==> config.mk <==
export PLATFORM = sky130hd
export DESIGN_NAME = cla_pipe_adder16
export DESIGN_NICKNAME = d
export VERILOG_FILES = /design/src/rtl/cla_pipe_adder16.sv
export SDC_FILE = /design/constraint.sdc
export NUM_CORES = 1
export LEC_CHECK = 0
export ABC_AREA = 1
export CORE_MARGIN = 2
export CORE_UTILIZATION = 50
export CTS_BUF_LIST = sky130_fd_sc_hd__clkbuf_2
export DETAILED_ROUTE_END_ITERATION = 12
export PLACE_DENSITY = 0.76
export SLEW_MARGIN = 5
export SYNTH_ARGS = -nofsm -noshare
export SYNTH_HDL_FRONTEND = slang
export SYNTH_SLANG_ARGS = --single-unit
==> constraint.sdc <==
create_clock -name clk -period 3 [get_ports clk]
set_clock_uncertainty 0.2 [all_clocks]
set_input_delay 0.45 -clock clk [delete_from_list [all_inputs] [get_ports clk]]
set_output_delay 0.45 -clock clk [all_outputs]
set_load 0.01 [all_outputs]
==> src/rtl/cla_pipe_adder16.sv <==
// cla_pipe_adder16: WIDTH-bit adder pipelined as WIDTH/4 stages of 4-bit
// carry-lookahead slices, with a valid/ready handshake on both sides.
// Stage k adds bits [4k+3:4k] using the carry registered by stage k-1.
// Optional feature: define CLA_PIPE_OVF_EN to add the registered signed
// overflow output Ovf, aligned with Sum.
module cla_pipe_adder16 #(
    parameter int unsigned WIDTH = 16
) (
    input  logic             clk,
    input  logic             rst,
    input  logic [WIDTH-1:0] A,
    input  logic [WIDTH-1:0] B,
    input  logic             Cin,
    input  logic             in_valid,
    output logic             in_ready,
    output logic [WIDTH-1:0] Sum,
    output logic             Cout,
    output logic             out_valid,
`ifdef CLA_PIPE_OVF_EN
    output logic             Ovf,
`endif
    input  logic             out_ready
);

    // WIDTH must be a multiple of 4, at least 4.
    localparam int unsigned NSLICE = WIDTH / 4;
    localparam int unsigned MSB    = WIDTH - 1;

    // 4-bit carry-lookahead slice: every carry is a flat G/P expression of ci.
    // Returns {carry_out, sum[3:0]}.
    function automatic logic [4:0] cla4(input logic [3:0] a,
                                        input logic [3:0] b,
                                        input logic       ci);
        logic [3:0] g;
        logic [3:0] p;
        logic [4:0] c;
        g    = a & b;
        p    = a ^ b;
        c[0] = ci;
        c[1] = g[0] | (p[0] & ci);
        c[2] = g[1] | (p[1] & g[0]) | (p[1] & p[0] & ci);
        c[3] = g[2] | (p[2] & g[1]) | (p[2] & p[1] & g[0])
             | (p[2] & p[1] & p[0] & ci);
        c[4] = g[3] | (p[3] & g[2]) | (p[3] & p[2] & g[1])
             | (p[3] & p[2] & p[1] & g[0]) | (p[3] & p[2] & p[1] & p[0] & ci);
        return {c[4], p ^ c[3:0]};
    endfunction

    // Per-stage registers: forwarded operands, partially built sum, slice carry, valid.
    logic [WIDTH-1:0]  a_q   [NSLICE];
    logic [WIDTH-1:0]  b_q   [NSLICE];
    logic [WIDTH-1:0]  sum_q [NSLICE];
    logic [NSLICE-1:0] c_q;
    logic [NSLICE-1:0] v_q;

    // Next values for every stage register.
    logic [WIDTH-1:0]  nxt_a   [NSLICE];
    logic [WIDTH-1:0]  nxt_b   [NSLICE];
    logic [WIDTH-1:0]  nxt_sum [NSLICE];
    logic [NSLICE-1:0] nxt_c;
    logic [NSLICE-1:0] nxt_v;

    logic advance;

    // Whole pipeline moves when the output slot is empty or being drained.
    assign advance  = !out_valid | out_ready;
    assign in_ready = advance;

    genvar k;
    generate
        for (k = 0; k < NSLICE; k++) begin : g_stage
            logic [WIDTH-1:0] pa;
            logic [WIDTH-1:0] pb;
            logic [WIDTH-1:0] ps;
            logic             pc;
            logic             pv;
            logic [4:0]       res;
            logic [WIDTH-1:0] merged;

            if (k == 0) begin : g_first
                // Stage 0 takes the live inputs; an invalid input becomes a bubble.
                assign pa = A;
                assign pb = B;
                assign ps = '0;
                assign pc = Cin;
                assign pv = in_valid;
            end else begin : g_rest
                // Later stages take the previous stage's registers.
                assign pa = a_q[k-1];
                assign pb = b_q[k-1];
                assign ps = sum_q[k-1];
                assign pc = c_q[k-1];
                assign pv = v_q[k-1];
            end

            assign res = cla4(pa[4*k +: 4], pb[4*k +: 4], pc);

            // Insert this slice's sum bits into the forwarded partial sum.
            always_comb begin
                merged           = ps;
                merged[4*k +: 4] = res[3:0];
            end

            assign nxt_a[k]   = pa;
            assign nxt_b[k]   = pb;
            assign nxt_sum[k] = merged;
            assign nxt_c[k]   = res[4];
            assign nxt_v[k]   = pv;
        end
    endgenerate

    // Stage registers: cleared asynchronously, shift together on advance, hold otherwise.
    always_ff @(posedge clk or posedge rst) begin
        if (rst) begin
            for (int i = 0; i < int'(NSLICE); i++) begin
                a_q[i]   <= '0;
                b_q[i]   <= '0;
                sum_q[i] <= '0;
            end
            c_q <= '0;
            v_q <= '0;
        end else if (advance) begin
            for (int i = 0; i < int'(NSLICE); i++) begin
                a_q[i]   <= nxt_a[i];
                b_q[i]   <= nxt_b[i];
                sum_q[i] <= nxt_sum[i];
            end
            c_q <= nxt_c;
            v_q <= nxt_v;
        end
    end

    assign Sum       = sum_q[NSLICE-1];
    assign Cout      = c_q[NSLICE-1];
    assign out_valid = v_q[NSLICE-1];

`ifdef CLA_PIPE_OVF_EN
    logic ovf_q;
    logic nxt_ovf;

    // Carry into the MSB is recovered as sum ^ a ^ b at that bit; overflow = it ^ carry-out.
    assign nxt_ovf = nxt_sum[NSLICE-1][MSB] ^ nxt_a[NSLICE-1][MSB]
                   ^ nxt_b[NSLICE-1][MSB] ^ nxt_c[NSLICE-1];

    // Overflow flag tracks the last stage so it stays aligned with Sum.
    always_ff @(posedge clk or posedge rst) begin
        if (rst) begin
            ovf_q <= 1'b0;
        end else if (advance) begin
            ovf_q <= nxt_ovf;
        end
    end

    assign Ovf = ovf_q;
`endif

endmodule

# After elaboration in Yosys (flattened, before gate mapping)
# Cells that the tools add are included.
word_totals:
  register_bits: 144
  in_bits: 37
  output_inout_bits: 19
  word_cells: 130
op_classes:
  n_bitwise: 117
  n_reduce_logical: 1
op_table:
  columns: ["op", "n"]
  rows:
  - ["$and A1 B1 Y1", 64]
  - ["$or A1 B1 Y1", 41]
  - ["$xor A4 B4 Y4", 8]
  - ["$and A4 B4 Y4", 4]
  - ["$logic_not A1 Y1", 1]

# Depth between registers and ports, before layout
logic_depth:
  depth_word: 6
  ltp_mapped: 8
  mapped_depth_nobuf: 8

# Worst setup path after synthesis
# No wires, ideal clock.
synth_path:
  path_kind: "input to output"
  start: "input out_ready"
  end: "output in_ready"
  arrival_time_ns: 0.985
  t_required_ns: 2.350
  setup_slack_ns: 1.365
  stages: 4
  n_path_buf: 2
  cell_sequence: "nor2_4 inv_2 buf_2 buf_2"
synth_between:
  elab_chain_cells: 1
synth_rtl:
  columns: ["item", "line_no", "text"]
  rows:
  - ["from (decl)", "22", "input logic out_ready"]
  - ["$or A1 B1 Y1", "66", "assign advance = !out_valid | out_ready;"]
  - ["to (decl)", "15", "output logic in_ready,"]
# Every way passes these cells.

# Worst setup path after layout
layout_path:
  start: "register v_q[3]"
  end: "output in_ready"
layout_between:
  elab_chain_cells: 2
layout_rtl:
  columns: ["item", "line_no", "text"]
  rows:
  - ["from (decl)", "54", "logic [NSLICE-1:0] v_q;"]
  - ["from (signal assigned)", "129", "v_q <= nxt_v;"]
  - ["$logic_not A1 Y1", "66", null]
  - ["$or A1 B1 Y1", "66", null]
# Every way passes these cells.

==> run metrics <==
highest routed layer=met4; effective utilization at floorplan=0.5118; Synth top area share=0.5742; reg2reg setup slack=1.16 ns; Multi-input gate area=1535 µm²; RSZ-0062 raised after global routing=false; Netlist cell types=18; Layout Nets=580; Routed met1 length=3.296 mm; FILL cells=719; synthesized flop and latch total=96; global-route wire length before repair=12.44 mm; # diodes=0; post-synth top area cell=dfrtp_1; final WL=7.221 mm; period utilization=0.7845; Max clock buf depth=2; Final Wtd Congestion=0.7664; Die Ht=95.48 µm; worst hold slack=0.1573 ns; synth top area cells=dfrtp_1 57%, nand2_1 18%, o21ai_0 5.1%; CTS Hold Bufs=0; Post-Synthesis Cells=474; final setup fails=0; WL met3=301 µm; share of cells above drive strength 1=0.04563; vias per inst=4.873; CTS tree=built; Startpoint Class=flip-flop; reg2reg start=v_q[3]; outcome=finished, final reports clean; critical path class=flip-flop to output port; CP max FO=2; Final Cell Area=4905 µm²; FF/Latch Area=2402 µm²; metal2 WL=3.552 mm; H-Tree Level Count=3; Fmax achieved=424.9 MHz; Req. time, crit path=2.35 ns; later-pin clock latency in the skew report=0.54 ns; reg2reg path depth=6; largest net degree at the start of global routing=98; Setup TNS Final=0 ns; Max-Cap Viols=0; number of global-route vias before repair=2881; number of gates resized after cts=0; post-CTS setup buffer count=0; CTS clk-pin slew, worst paths=0.23 ns; CTS Buf Count=9; Slew @ Worst Pin=0.8595 ns; routed via count=3075; initial antenna violation count=0; DRC Markers=0; Tot Pwr=4.492 mW; Syn Area/Cell=8.827 µm²; CP Data Arrival Time=1.70 ns; critical path endpoint category=output port; Die ar.=9115 µm²; Layout area overhead=17.22%; Final Max Tran Viols=0; max_slew headroom=0.4270; routed len/inst=11.44 µm; fin util=0.5999; Final Hold Fails=0; CTS root buf=clkbuf_2; Final Critical Period=2.354 ns; LEAKAGE=2.497 nW; Ys Warns=0; post-synthesis net count=531; worst min path class=input pin to async pin; sequential fraction of the synthesis area=0.5742; io pins=56; 1st-iter DRT viols=141; DRT Pass-1 Iters=4; Peak VDD IR=392.8 µV; mapped cell area=4184 µm²; hpwl dp=4.742 mm; grt ovf=0; Die X=95.48 µm; GRT Total Usage=0.1752; ANT nets after route=0; Clock Sinks=96; FP Rows=33; Cell Pwr Density=915.9 nW/µm²; placed cell area=4805 µm²; number of port buffers=55; R2R Path End=g_stage[2].ps[6]; Placeable Area=8175 µm²
-- layer usage --
layer	GRT usage	vias up
met5	0	-
met4	0.05238	0
met3	0.04585	6
met2	0.2993	53
met1	0.2199	1446
li1	-	1570
-- where the power goes --
group          internal [mW]  total (mW)  switching (mW)
clock                  0.190       0.584           0.394
combinational          0.785        1.77           0.983
sequential              1.85        2.14           0.295
total                   2.82        4.49            1.67
-- cell type report --
class                      count  share of cell area
multi-input combinational    319              0.3130
clock inverter                 3            0.009184
sequential                    96              0.4898
clock buffer                  11             0.01122
tap                          105             0.02679
timing repair buffer          58              0.1194
inverter                      39             0.03061
-- cells by family (layout without fill, tap and decap cells) --
kind of cell,Yosys count,in the layout,share of synthesized area
AND/OR/NAND/NOR,243,243,0.2294
flip-flops,96,96,0.5742
buffers and inverters,59,111,0.05891
AO/OA/AOI/OAI,52,52,0.06220
adder cells (fa/ha/maj),20,20,0.06699
XOR/XNOR,4,4,0.008372
-- cell usage after synthesis --
master and number:
inv_2 1, nor2_1 16, o21ai_1 5, nor2_4 1
a21oi_1 4, o21ai_0 43, nand3_1 16, ha_1 16
clkbuf_1 8, nand2_1 202, inv_1 38, xor2_1 4
buf_2 8, nand4_1 4, dfrtp_1 96, fa_1 4
or2_2 4, buf_4 4
-- state kept, by name (all words and copies together), names as in the netlist --
signal      cells
g_stage.ps     24
Sum            16
c_q             4
g_stage.pb     24
v_q             4
g_stage.pa     24
-- how the worst max path moves through the flow --
stage	startpoint	end	slack, ns	depth (start not counted)
3_5_place_dp	out_ready	g_stage[2].ps[6]	0.69	6
3_3_place_gp	out_ready	Sum[13]	0.72	4
5_1_grt	v_q[3]	in_ready	0.53	4
4_1_cts	v_q[3]	in_ready	0.60	4
6_report	v_q[3]	in_ready	0.65	4
2_1_floorplan	rst	Sum[0]	1.22	1
-- per-stage QoR --
stage,worst slack [ns],cells
4_1_cts,0.5956,631
5_1_grt,0.5288,631
2_1_floorplan,1.216,474
3_5_place_dp,0.6873,617
3_3_place_gp,0.7180,617
6_report,0.6464,631
-- cells in the final DEF (no fill, tap or decap), types with 2 or more instances in the layout --
master and count:
clkbuf_2 11, nand2_1 202, a21oi_1 4, buf_4 2, dfrtp_1 96, clkinvlp_4 3
nor2_1 16, inv_1 37, ha_1 16, nand4_1 4, xor2_1 4, or2_2 4
clkdlybuf4s50_1 55, fa_1 4, nand3_1 16, o21ai_0 43, o21ai_1 5
-- worst max-delay path: stages (launching register included) --
cell	delay, ns
dfrtp_1	0.44
inv_1	0.10
nor2_4	0.04
inv_2	0.05
clkdlybuf4s50_1	0.54
Power figures use the tool's default switching activity.
==> variant, RTL diff (same settings) <==
`WIDTH`: 16 -> 32.
--- a/src/rtl/cla_pipe_adder16.sv
+++ b/src/rtl/cla_pipe_adder16.sv
@@ -4,7 +4,7 @@
 // Optional feature: define CLA_PIPE_OVF_EN to add the registered signed
 // overflow output Ovf, aligned with Sum.
 module cla_pipe_adder16 #(
-    parameter int unsigned WIDTH = 16
+    parameter int unsigned WIDTH = 32
 ) (
     input  logic             clk,
     input  logic             rst,
Ports: changed (resized A, B and Sum); port bits go from 56 to 104. No check against the original RTL was run, so the function may have changed too.
==> variant against the original RTL <==
Sequential cell count up 288; area after synthesis rose to 3.7 times the old value; total power rose to 3.9 times the old value; combinational power rose to 3.2 times the old value; critical path depth unchanged; cell area rose to 3.7 times the old value; routed wire length rose to 3.9 times the old value; global-route usage up 0.75 points; setup slack worse by 0.43 ns.
==> variant: results (changes against the original RTL) <==
qor: power_and_ir_drop.leakage 9.46 nW [+280%]
qor: logic_synthesis.synth_nets 1811 [+240%]
qor: place.postPlaceCellArea 16800 sq um [+250%]
qor: worst_hold_path.holdCritPathClass input port to flop
qor: worst_setup_path.data_arrival_time_of_the_critical_path 2.13 ns [+0.43 ns]
qor: grt.grt_antenna_before_repair 1 [+1]
qor: logic_synthesis.post_synthesis_compound_gate_area_fraction 6.16% [-0.058 points]
qor: cells_and_area.num-nets-final 2003 [+250%]
qor: worst_setup_path.critical_path_peak_fanout 23 [+21]
qor: grt.grt_pass1_vias 11129 [+290%]
qor: logic_synthesis.syn_avg_cell_area 9.07 sq um [+2.7%]
qor: floorplan.die_x 180 microns [+88%]
qor: route.route.detailed.wl_per_inst 11.9 microns [+4.0%]
qor: place.placement.setup.worst_slack 0.314 ns [-0.373 ns]
qor: worst_setup_path.regToRegStartpoint v_q[7]$_DFFE_PP0P_
qor: logic_synthesis.synth_xor_xnor_area_share 0.454% [-0.38 points]
qor: logic_synthesis.synth_common_cells nand2_1 (810), dfrtp_1 (384), inv_1 (104)
qor: place.gpl.final_weighted_congestion 0.736 [-4.0%]
qor: worst_setup_path.ff_to_ff_setup_slack 0.68 ns [-0.48 ns]
qor: grt.wire_length_of_the_first_global_routing_pass 50500 microns [+310%]
qor: grt.maximum_number_of_pins_on_one_net_before_global_route_repair 130 [+33%]
qor: clocking.clk_latency 0.87 ns [+0.33 ns]
qor: logic_synthesis.synth.yosys.seq_area_share 62.3% [+4.9 points]
qor: run_status.status finished clean
qor: cells_and_area.filler_cell_count 2579 [+260%]
qor: place.i_o_buffers 103 [+87%]
qor: place.place_hpwl 16800 microns [+250%]
qor: logic_synthesis.synth_fa_ha_area_share 3.63% [-3.1 points]
qor: cells_and_area.final-instance-count-excl-fill 2352 [+270%]
qor: place.place.detailed.instances 2135 [+250%]
qor: power_and_ir_drop.vdd_ir_drop_max 0.000714 V [+82%]
qor: route.vias_per_cell 4.72 [-3.1%]
qor: logic_synthesis.distinct_cell_type_count_after_synthesis 19 [+1]
qor: clocking.cts-buffers-inserted 93 [+84]
qor: clocking.cts_hold_buffers 58 [+58]
qor: cells_and_area.drive_above_1_share 8.49% [+3.9 points]
qor: worst_setup_path.cpPeakStageDelay 0.56 ns [+0.02 ns]
[variant: cell types whose count changed after synthesis, moves of 57 or more]
cell	before	now
buf_2	8	80
o21ai_0	43	100
o21ai_1	5	82
nand2_1	202	810
dfrtp_1	96	384
inv_1	38	104
[variant: where the power goes]
group | total [mW] | leakage, nW | switching [mW] | internal, mW
registers | 8.62 | 4.72 | 1.17 | 7.45
clock network | 3.19 | 0.599 | 1.95 | 1.24
logic | 5.58 | 4.14 | 3.27 | 2.31
total | 17.4 | 9.46 | 6.39 | 11.0
[variant: final timing paths]
kind	to	cells after the start
max in group asynchronous	g_stage[2].ps[7]$_DFFE_PP0P_	4
setup / recovery	in_ready	4
setup reg to reg	g_stage[4].pb[23]$_DFFE_PP0P_	7
min in group asynchronous	g_stage[7].ps[27]$_DFFE_PP0P_	3
hold reg to reg	g_stage[7].ps[0]$_DFFE_PP0P_	2
hold / removal	g_stage[1].ps[0]$_DFFE_PP0P_	4
[variant: layout make-up]
| type | count | share of cell area [%] |
|---|---|---|
| antenna | 1 | 0.0138 |
| clock buffer | 129 | 3.55 |
| clock inverter | 27 | 0.785 |
| inverter | 105 | 2.23 |
| multi-input combinational | 1129 | 27.6 |
| sequential | 384 | 52.9 |
| tap | 396 | 2.73 |
| timing repair buffer | 180 | 10.1 |
| timing repair inverter | 1 | 0.0344 |
[variant: metrics by stage]
stage / setup TNS [ns] / hold WS (ns)
floorplan: -1079.80 / 0.223
global placement: 0 / 0.243
detailed placement: 0 / 0.249
CTS: 0 / 0.0451
global route: 0 / 0.0958
finish: 0 / 0.157
[variant: layer usage]
metal	wire length, microns	GRT usage, %
met1	13800	26.4
met2	12500	27.7
met3	1240	3.85
met4	450	6.28
met5	0	0
